<file path="config.mk">
export PLATFORM = sky130hd
export DESIGN_NAME = timer_us_multi
export DESIGN_NICKNAME = d
export VERILOG_FILES = /design/src/rtl/timer_us_multi.sv
export SDC_FILE = /design/constraint.sdc
export NUM_CORES = 1
export LEC_CHECK = 0
export BUFFER_PORTS_ARGS = -buffer_cell sky130_fd_sc_hd__buf_2
export CAP_MARGIN = 20
export CORE_ASPECT_RATIO = 0.9
export CORE_UTILIZATION = 54
export CTS_BUF_LIST = sky130_fd_sc_hd__clkbuf_8
export CTS_CLUSTER_SIZE = 20
export DETAILED_ROUTE_END_ITERATION = 12
export MAX_ROUTING_LAYER = met4
export PLACE_DENSITY = 0.83
export SYNTH_ARGS = -nofsm -noshare
export SYNTH_HDL_FRONTEND = slang
export SYNTH_SLANG_ARGS = --single-unit
</file>
<file path="constraint.sdc">
create_clock -name clk_36MHz -period 3.7 [get_ports clk_36MHz]
set_input_delay 0.74 -clock clk_36MHz [delete_from_list [all_inputs] [get_ports clk_36MHz]]
set_output_delay 0.74 -clock clk_36MHz [all_outputs]
set_load 0.05 [all_outputs]
</file>
<file path="src/rtl/timer_us_multi.sv">
// ---------------------------------------------------------------------------
// timer_us_multi
//
// Multi-channel microsecond timer for game-logic timing. This includes alien
// march cadence, shot cooldown, UFO spawn delay and similar jobs.
//
// One shared prescaler divides clk_36MHz down to a tick strobe. The tick
// fires once every DIV enabled cycles, where DIV = CLK_FREQ_HZ/1e6*TICK_US.
// CHANNELS independent down-counters consume that tick. Each channel runs
// either one-shot or periodic. On expiry it emits a one-cycle pulse on q[i].
//
// Parameters
//   CLK_FREQ_HZ  input clock frequency, an integer multiple of 1 MHz
//   TICK_US      tick period in microseconds
//   CHANNELS     number of independent channels (1..16)
//   WIDTH        counter / period width per channel
//
// Ports
//   clk_36MHz  in   system clock, rising edge
//   reset      in   asynchronous active-high reset, clears all state
//   en         in   global enable; low freezes the prescaler (channels pause)
//   load       in   [CHANNELS]        per-channel start/restart strobe
//   stop       in   [CHANNELS]        per-channel abort strobe
//   mode       in   [CHANNELS]        1 = periodic, 0 = one-shot
//   period     in   [CHANNELS*WIDTH]  channel i period at [i*WIDTH +: WIDTH]
//   tick       out  registered one-cycle tick strobe
//   q          out  [CHANNELS]        registered one-cycle expiry pulse
//   busy       out  [CHANNELS]        channel i is running
//   count      out  [CHANNELS*WIDTH]  remaining ticks per channel
// ---------------------------------------------------------------------------
module timer_us_multi #(
  parameter int CLK_FREQ_HZ = 36_000_000,
  parameter int TICK_US     = 1,
  parameter int CHANNELS    = 4,
  parameter int WIDTH       = 16
) (
  input  logic                      clk_36MHz,
  input  logic                      reset,
  input  logic                      en,
  input  logic [CHANNELS-1:0]       load,
  input  logic [CHANNELS-1:0]       stop,
  input  logic [CHANNELS-1:0]       mode,
  input  logic [CHANNELS*WIDTH-1:0] period,
  output logic                      tick,
  output logic [CHANNELS-1:0]       q,
  output logic [CHANNELS-1:0]       busy,
  output logic [CHANNELS*WIDTH-1:0] count
);

  localparam int DIV   = CLK_FREQ_HZ / 1_000_000 * TICK_US;
  localparam int PRE_W = $clog2(DIV);
  localparam logic [PRE_W-1:0] PRE_LAST = PRE_W'(DIV - 1);

  typedef enum logic {
    IDLE = 1'b0,
    RUN  = 1'b1
  } state_t;

  logic [PRE_W-1:0] pre;

  // Shared prescaler.
  // While enabled, pre counts 0..DIV-1 and then wraps. The wrap edge raises
  // tick for exactly one cycle. Dropping en holds pre where it is instead of
  // clearing it. This lets a paused channel resume with the same phase.
  // tick is forced low while paused so that no channel can advance.
  always_ff @(posedge clk_36MHz or posedge reset) begin
    if (reset) begin
      pre  <= '0;
      tick <= 1'b0;
    end else if (en) begin
      if (pre == PRE_LAST) begin
        pre  <= '0;
        tick <= 1'b1;
      end else begin
        pre  <= pre + PRE_W'(1);
        tick <= 1'b0;
      end
    end else begin
      tick <= 1'b0;
    end
  end

  for (genvar i = 0; i < CHANNELS; i++) begin : g_chan
    state_t           state_r, state_n;
    logic [WIDTH-1:0] cnt_r, cnt_n;
    logic             mode_r, mode_n;
    logic             q_r, q_n;
    logic [WIDTH-1:0] period_i;

    assign period_i = period[i*WIDTH +: WIDTH];

    // Channel state register.
    // This includes the latched mode and the registered expiry pulse, so
    // q[i] comes straight from a flop and is glitch-free.
    always_ff @(posedge clk_36MHz or posedge reset) begin
      if (reset) begin
        state_r <= IDLE;
        cnt_r   <= '0;
        mode_r  <= 1'b0;
        q_r     <= 1'b0;
      end else begin
        state_r <= state_n;
        cnt_r   <= cnt_n;
        mode_r  <= mode_n;
        q_r     <= q_n;
      end
    end

    // Channel next-state logic. Priority is stop, then load, then tick.
    // A load that coincides with a tick swallows that tick, so a fresh load
    // always starts from the full period. A zero period can never run: on
    // load, or on a periodic reload, it parks the channel in IDLE. The
    // count > 1 test keeps the counter from ever wrapping below zero.
    always_comb begin
      state_n = state_r;
      cnt_n   = cnt_r;
      mode_n  = mode_r;
      q_n     = 1'b0;
      if (stop[i]) begin
        state_n = IDLE;
        cnt_n   = '0;
      end else if (load[i]) begin
        if (period_i != '0) begin
          state_n = RUN;
          cnt_n   = period_i;
          mode_n  = mode[i];
        end else begin
          state_n = IDLE;
          cnt_n   = '0;
        end
      end else if ((state_r == RUN) && tick) begin
        if (cnt_r > WIDTH'(1)) begin
          cnt_n = cnt_r - WIDTH'(1);
        end else begin
          q_n = 1'b1;
          if (mode_r && (period_i != '0)) begin
            cnt_n  = period_i;
            mode_n = mode[i];
          end else begin
            state_n = IDLE;
            cnt_n   = '0;
          end
        end
      end
    end

    assign q[i]                    = q_r;
    assign busy[i]                 = (state_r == RUN);
    assign count[i*WIDTH +: WIDTH] = cnt_r;
  end

endmodule

</file>
# Yosys cells after proc, flatten, opt, wreduce, memory -nomap -nowiden
# Index checks and enable logic that the tools add are counted.
# word_totals
register_bits	83
output_inout_bits	73
wordCells	167
# classes
add_sub_neg	5
n_lt_le_gt_ge	4
n_eq_ne	17
n_mux	87
n_bitwise	4
reduce_logical	32
# op_table
operator	n
two-way mux 16 bit	24
greater-than comparator 16 x 1 -> 1 bit, second input constant	4
nonzero test 16 bit	4
subtractor 16 x 1 -> 16 bit, second input constant	4
two-way mux 1 bit	62
!= test 3 bit, second input constant	8
AND reduction 5 bit	4
nonzero test 2 bit	8
AND reduction 3 bit	4
nonzero test 3 bit	4
logical AND 1 bit	8
!= test 2 x 1 -> 1 bit, second input constant	4
!= test 2 bit, second input constant	4
adder 6 x 1 -> 6 bit, second input constant	1
equality test 6 bit, second input constant	1
two-way mux 6 bit	1
inverter 1 bit	4

# Logic depth before layout (Yosys ltp)
# Gate-level depths: netlist of the first run.
# logic_depth
depth_word	7
depth_mapped	8
ltp_nobuf	7

# Worst setup path after synthesis of the first run
# OpenSTA, ideal clock, no wires.
# synth_path
path_type	reg2reg
startpoint	register g_chan[0].cnt_r[11]
endpoint	register g_chan[0].mode_r
arrival_time_ns	2.436
required_time_ns	3.575
path_slack_ns	1.139
stages_incl_launch_ff	6
n_path_buf	0
synth_period_minus_slack_ns	2.561
path_cell_list	dfrtp_1 > or4_4 > or4b_4 > o32ai_4 > nand2_2 > mux2_4
# synth_between
elab_chain_cells	3
# synth_rtl
item	line_no	source
from (decl)	85	logic [WIDTH-1:0] cnt_r, cnt_n;
from (signal assigned)	103	cnt_r <= cnt_n;
greater-than comparator 16 x 1 -> 1 bit	132	if (cnt_r > WIDTH'(1)) begin
!= test 2 bit (no line)	--	
AND reduction 5 bit (no line)	--	
to (signal assigned)	104	mode_r <= mode_n;
to (decl)	86	logic mode_r, mode_n;
# Every way passes these cells.
# A chain may end at the register's enable or synchronous reset.

# Worst setup path after layout of the first run
# Same ends and word-level chain as after synthesis.

==> results of run 1 <==
-- power breakdown --
group	switching, uW	internal (uW)	total, uW
Clock	359	317	676
Sequential	107	991	1100
Combinational	449	241	690
Total	915	1550	2460
-- cell type report --
class	count	area, sq um	area share [%]
repair buffers	156	813	13.2
flip-flops and latches	83	2080	33.7
clock inverters	7	76.3	1.24
well taps	122	153	2.48
multi-input cells	429	2860	46.3
inverters	17	65.1	1.06
clock buffers	9	124	2.01
-- metrics by stage --
step / worst slack, ns / util (%) / total power [uW]
floorplan: 0.823 / - / 1590
global placement: 1.10 / 64.5 / 1770
detailed placement: 1.03 / 64.5 / 1790
CTS: 1.00 / 66.7 / 2470
global route: 0.895 / 67.0 / 2590
finish: 0.990 / 67.0 / 2460
-- path summary, 6_finish.rpt --
kind                                                 startpoint                               to  slack [ns]  cells after the start
worst max-delay path            g_chan[0].cnt_r[11]$_DFFE_PP0P_     g_chan[0].mode_r$_DFFE_PP0P_        0.99                      5
worst min-delay path                                      reset  g_chan[2].cnt_r[13]$_DFFE_PP0P_        0.37                      3
worst max register to register  g_chan[0].cnt_r[11]$_DFFE_PP0P_     g_chan[0].mode_r$_DFFE_PP0P_        0.99                      5
worst min register to register               pre[4]$_DFFE_PP0P_               pre[4]$_DFFE_PP0P_        0.49                      1
max in group asynchronous                                 reset   g_chan[1].cnt_r[4]$_DFFE_PP0P_        2.71                      4
min in group clk_36MHz                       pre[4]$_DFFE_PP0P_               pre[4]$_DFFE_PP0P_        0.49                      1
-- worst reg2reg max path: cells and delay by family (launching register included) --
kind,cells,cell delay [ns]
AO/OA/AOI/OAI,1,0.61
flip-flops,1,0.46
multiplexers,1,0.32
AND/OR/NAND/NOR,3,1.20
-- layout by cell type, fill, tap and decap left out, drive strengths merged, types with 3 or more instances in the layout --
cell    synthesis  final
buf            16    156
dfrtp          83     83
nand2          48     48
nor2           43     43
o21ai          35     35
nor4           29     29
nor3           23     23
or4            20     20
a22oi          18     18
inv            17     18
a221o          18     18
a21oi          16     16
xnor2          15     15
nand3          14     14
or3            14     14
xor2           13     13
o31ai          11     11
o211ai          9      9
ha              9      9
clkbuf         10      9
o311ai          9      9
a22o            8      8
nand4           8      8
and2            7      7
nand2b          6      6
o41ai           6      6
or2             5      5
a31oi           5      5
a21o            4      4
nor2b           3      3
or3b            3      3
a32o            3      3
mux2            3      3
clkinv          0      3
-- routing by layer --
| metal | up-vias | track usage [%] | part of all wire [%] |
|---|---|---|---|
| met4 | 0 | 13.5 | 2.4 |
| li1 | 2434 | - | - |
| met3 | 43 | 7.52 | 9.2 |
| met2 | 320 | 46.9 | 47 |
| met1 | 2541 | 36.7 | 42 |
| met5 | - | - | 0 |
-- flip-flops by register name (all words and copies together) (netlist names) --
| name | flops |
|---|---|
| g_chan.cnt_r | 64 |
| g_chan.mode_r | 4 |
| g_chan.q_r | 4 |
| g_chan.state_r | 4 |
| pre | 6 |
| tick | 1 |
-- cell families (layout without fill, tap and decap cells) --
family,Yosys count,count (layout),synth area share (%)
flops,83,83,40.3
xor+xnor,28,28,4.76
simple gates,231,231,24.4
mux,4,4,0.922
fa+ha+maj,9,9,2.18
buf+inv,43,189,4.32
compound gates,157,157,23.2
==> impl_summary.md, run 1 <==
Worst hold path
The path class of the tightest hold or removal check is input pin to async pin.

Synth
The most used flip-flop cell after synthesis is sky130_fd_sc_hd__dfrtp_1. The Yosys warning count is 0. The number of enable flip-flop cells after synthesis is 0. The synthesized netlist contains 68 unique library cells.

Yosys attributes the largest share of cell area to sky130_fd_sc_hd__dfrtp_1, sky130_fd_sc_hd__nand2_1, sky130_fd_sc_hd__nor4_1. Each instance of the synthesized netlist takes up on average 9.29 sq um. The synthesized instance count is 555. The share of the yosys chip area belonging to registers is 40.3%. sky130_fd_sc_hd__dfrtp_1 takes more of the synthesized area than any other cell. In this run the cell area of the synthesized design comes to 5160 sq um. After synthesis, the most frequently instantiated cells are sky130_fd_sc_hd__dfrtp_1, sky130_fd_sc_hd__nand2_1, sky130_fd_sc_hd__nor2_1. When the netlist entered floorplanning its net count stood at 643.

The share of synthesized area in the top cell type comes to 40.3%. Yosys instantiated no cell more often than sky130_fd_sc_hd__dfrtp_1. The post-synthesis sequential element count is 83.

The proportion of synthesized flip-flops having asynchronous set or reset is 100%.

Critical path
The signal on the critical path passes through or4_4 > or4b_4 > o32ai_4 > nand2_2 > mux2_4. STA classifies the critical path startpoint as a flop. The worst setup path is of the flop to flop kind. The buffer and inverter count on the worst path is 0. The cell family contributing the most delay on the critical path is simple AND/OR/NAND/NOR gates. The largest incremental delay on the critical path is 0.61 ns. For this design, the slowest cell found on the critical path is sky130_fd_sc_hd__o32ai_4.

Along the worst path, the maximum fanout reaches 17. The critical path endpoint category is a flop. For the worst setup path, the data required time is 3.94 ns. Data arrives at the worst endpoint at 2.95 ns.

Floorplanning
The initial cell density of the core is 56.0%. The die covers 9950 sq um. The number of primary I/O pins is 152. The initialized floorplan defines 33 standard-cell rows.

The vertical die dimension is 94.7 microns. The floorplan step defined a core boundary enclosing 9210 sq um. The die is 105 microns wide.

Clock network
The count of hold-fix buffers inserted at cts is 0. The largest buffer count on any clock path is 2. The TritonCTS clock tree is built. For the worst-skew pair, the clock arrives at the later sink with an insertion delay of 0.36 ns. The root buffer cell chosen for the clock tree is sky130_fd_sc_hd__clkbuf_8. The number of H-tree levels is 3. The tree built by TritonCTS fans out to 83 sinks. After clock tree synthesis, the clock-pin slew on the worst setup and hold paths is 0.10 ns.

Buffers inserted during clock tree synthesis total 9. The post-cts repair resize count is 0. The post-CTS repair timing setup buffer count is 0.

Power
In this run the static leakage power is 0.00284 uW. The areal power density over the cells is 399 nW/um^2. The maximum vdd ir drop is 0.342 mV.

Global route
The global routing usage summed across all routing layers is 29.9%. The first global-routing pass estimated 23.2 mm of wire. The number of antenna violations at the first check in global routing is 0. The number of global-route vias before repair is 4989. The largest net degree at the start of global routing is 84. The remaining global-route overflow is 0.

Route
The number of routed nets with antenna violations is 0. The routed layout has 5338 vias. After detailed routing, the average wire length per cell comes to 17.6 microns. Using the TritonRoute via totals, the vias-per-cell ratio works out to 6.49. For this run, design rule violations remaining after detail routing come to 0. The number of search-and-repair iterations in the first detailed-routing pass is 5. The first routing iteration left 296 violations.

The total wirelength of the detailed-routed design is 14.5 mm.

Placement
The placed standard-cell area is 5940 sq um. The congestion estimate from routability-driven global placement came to 0.899. The number of placed cells counting well taps is 806. The HPWL after detailed placement is 10.4 mm. Buffers placed on the I/O ports in this run total 151.

Status
The run finished with clean final reports.

STA
The number of pins with negative max-slew slack in the final report is 0. Counting I/O delays and the setup requirement, the final critical path takes 2.71 ns. The worst-case headroom to the max-slew limit is 48.4%. At the pin with the least slew margin, the transition time is 0.773 ns. Setup violations remaining at the end of the flow were counted as 0. The final critical path takes up 73.3% of the cycle. The setup TNS is 0 ns. The maximum operating frequency is 369 MHz. Setup repair after global routing left no endpoint under its margin.

The number of hold violations in the final report was 0. The tightest hold path in the finished design has a slack of 0.371 ns. The post-route clock skew is 0.0173 ns.

Run
Max-cap violations in this run came to 0.

Cells and area
Counting the fill cells in the layout gives 762. For this run, the number of standard cells in the final layout without fillers is 823. The number of antenna repair diodes is 0. Relative to the synthesized area, the layout overhead comes to 19.6%. After routing the design area is 6170 sq um. At the end of the flow, the number of nets in the layout was 784. The fraction of final layout cells sized beyond drive strength 1 is 29.2%.
Power figures use the tool's default switching activity.
==> inputs of run 2 (changes only) <==
--- a/config.mk
+++ b/config.mk
@@ -8,12 +8,12 @@
 export BUFFER_PORTS_ARGS = -buffer_cell sky130_fd_sc_hd__buf_2
 export CAP_MARGIN = 20
 export CORE_ASPECT_RATIO = 0.9
-export CORE_UTILIZATION = 54
+export CORE_UTILIZATION = 49
 export CTS_BUF_LIST = sky130_fd_sc_hd__clkbuf_8
 export CTS_CLUSTER_SIZE = 20
 export DETAILED_ROUTE_END_ITERATION = 12
 export MAX_ROUTING_LAYER = met4
-export PLACE_DENSITY = 0.83
+export PLACE_DENSITY = 0.79
 export SYNTH_ARGS = -nofsm -noshare
 export SYNTH_HDL_FRONTEND = slang
 export SYNTH_SLANG_ARGS = --single-unit
==> constraint.sdc (replaced) <==
create_clock -name clk_36MHz -period 2.45 [get_ports clk_36MHz]
set_input_delay 0.49 -clock clk_36MHz [delete_from_list [all_inputs] [get_ports clk_36MHz]]
set_output_delay 0.49 -clock clk_36MHz [all_outputs]
set_load 0.05 [all_outputs]
==> impl_summary.md, run 2 (same netlist as run 1, synthesis figures left out) <==
Floorplanning
The floorplan row count is 35. The floorplan step defined a die boundary enclosing 10900 sq um. Measured along the x axis, the die boundary spans 110 microns.

The number of primary I/O pins is 152. The initial cell density of the core is 50.3%. The floorplan core area is 10200 sq um. In this run the vertical extent of the chip is 99.3 microns.

Clock network
The largest buffer count on any clock path is 2. For the worst-skew pair, the clock arrives at the later sink with an insertion delay of 0.37 ns. The number of buffers inserted during clock tree synthesis is 9. Clock-pin slew was measured on the worst setup and hold paths at 0.09 ns. The TritonCTS clock tree is built. The number of H-tree levels is 3.

Clock tree synthesis selected as its root buffer the cell sky130_fd_sc_hd__clkbuf_8. CTS saw 83 sinks.

Global route
Global routing finished with a remaining overflow of 0. Across every metal layer, demand over resource in global routing totals 28.6%. The number of antenna violations at the first check in global routing came to 0. The number of global-route vias before repair was 4893. In the global route stage, met3 resource usage came out at 6.23%. met2 is the most crowded layer. The first global-routing pass estimated 23.8 mm of wire. In the global route stage, met2 resource usage came out at 43.8%.

The largest net degree at the start of global routing is 34. Global routing consumed, on the met1 layer, 38.1% of the routing resources.

Cells and area
The library cell used most frequently in the layout, excluding fill and tap cells, is sky130_fd_sc_hd__buf_2. Cells with a size suffix above 1 make up 32.7% of the layout. The fill cell total of the finished layout is 881. The register bank with the most flops is g_chan.cnt_r.

The number of nets at the end of the flow is 811. In the layout the commonest cells are sky130_fd_sc_hd__buf_2, sky130_fd_sc_hd__dfrtp_1, sky130_fd_sc_hd__nand2_1. The fraction of the core area covered by cells at the end of the flow is 62.8%. The area growth from synthesis to layout is 24.7%. The register with the most flip-flops in the layout has 64 of them. The number of antenna repair diodes is 0. The largest registers in the layout are g_chan.cnt_r: 64 flops, pre: 6 flops.

Route
The average vias per placed instance is 6.27. The total wirelength of the detailed-routed design is 14.8 mm. The count of nets left with antenna violations once routing finished came out at 0. The initial detailed-routing violation count is 325. The number of search-and-repair iterations in the first detailed-routing pass is 5.

The number of vias after detailed routing is 5374. The average wire length per cell after detail routing is 17.3 microns. After detailed routing, the number of remaining DRC violations is 0.

Critical path
STA classifies the critical path startpoint as a flop. In this run the worst path has a maximum fanout of 10. STA classifies the critical path endpoint as a flop. The arrival time reported for the critical path endpoint is 2.62 ns.

For the worst setup path, the data required time is 2.71 ns. The critical path is of the flop to flop type.

STA
The routed design could run at a clock period as short as 2.36 ns. The number of pins with negative max-slew slack in the final report came to 0. The maximum operating frequency is 423 MHz. The post-route clock skew is 0.00833 ns.

On the final layout, the worst hold slack is 0.215 ns. Setup violations remaining at the end of the flow were counted as 0. For the pin with the worst max-slew slack, the measured transition is 0.711 ns. In the finished design, the share of the clock period the worst path needs comes to 96.5%. The worst-case headroom to the max-slew limit is 52.5%.

The number of hold violations in the final report is 0. Setup repair after global routing left no endpoint under its margin.

Power
The worst-case IR drop observed on VDD is 0.403 mV. The leakage power of the design is 0.00298 uW. Dividing total power by cell area gives a power density of 610 nW/um^2.

Placement
After legalization and detailed placement, the total HPWL measured 11.0 mm. At the end of routability-driven placement, the weighted congestion stood at 0.950. The count of buffers added on input and output ports is 151.

Worst hold path
The classification of the worst-slack hold path is input pin to async pin.

Run
The max-cap check violation count is 0.

Status
The flow ran to the end, and the final reports show no timing, DRC or antenna violations.
==> run 2: final cells by class <==
cell class	count	area (sq um)	share of cell area [%]
clock inverters	5	85.1	1.32
repair buffers	183	1020	15.9
clock buffers	11	151	2.35
flip-flops and latches	83	2080	32.4
inverters	17	67.6	1.05
well taps	129	161	2.51
multi-input cells	429	2860	44.5
==> run 2: metal layers <==
layer | routed length (microns) | share of wire (%) | vias to the layer above
met1 | 6400 | 43 | 2608
li1 | - | - | 2478
met2 | 7010 | 47 | 262
met3 | 1180 | 8.0 | 26
met4 | 200 | 1.4 | 0
met5 | 0 | 0 | -
==> run 2: critical path: stages (launching register included) <==
cell and delay [ns]:
sky130_fd_sc_hd__dfrtp_2 0.46, sky130_fd_sc_hd__or4_4 0.57, sky130_fd_sc_hd__or4b_4 0.56, sky130_fd_sc_hd__o21bai_4 0.26, sky130_fd_sc_hd__nor2_1 0.09, sky130_fd_sc_hd__a221o_2 0.31
==> run 2: power breakdown <==
part / internal [uW] / switching [uW]
Clock: 633 / 538
Sequential: 1500 / 153
Combinational: 405 / 695
==> run 2: final timing paths <==
path,startpoint,endpoint,slack (ns),depth (start not counted)
worst max-delay path,g_chan[0].cnt_r[11]$_DFFE_PP0P_,g_chan[0].cnt_r[6]$_DFFE_PP0P_,0.09,5
worst min-delay path,reset,g_chan[0].cnt_r[12]$_DFFE_PP0P_,0.22,2
worst max register to register,g_chan[0].cnt_r[11]$_DFFE_PP0P_,g_chan[0].cnt_r[6]$_DFFE_PP0P_,0.09,5
worst min register to register,pre[4]$_DFFE_PP0P_,pre[4]$_DFFE_PP0P_,0.50,1
max in group asynchronous,reset,g_chan[2].cnt_r[13]$_DFFE_PP0P_,1.62,3
min in group clk_36MHz,period[34],g_chan[2].cnt_r[2]$_DFFE_PP0P_,0.34,3
==> run 2: stage by stage <==
step	power [uW]	area (sq um)	cells	worst slack (ns)	TNS (ns)
finish	3920	6430	857	0.0862	0
global route	4120	6430	857	0.0152	0
global placement	2730	6190	841	0.158	0
CTS	3940	6430	857	0.0506	0
detailed placement	2760	6190	841	0.0853	0
floorplan	2410	5170	555	-0.00177	-0.00177
==> run 2: timing repair <==
action / 4_1_cts / 5_1_grt
resized for setup: 0 / 1
hold buffers: 0 / 0
setup buffers: 0 / 0
setup endpoints to repair: 0 / 2
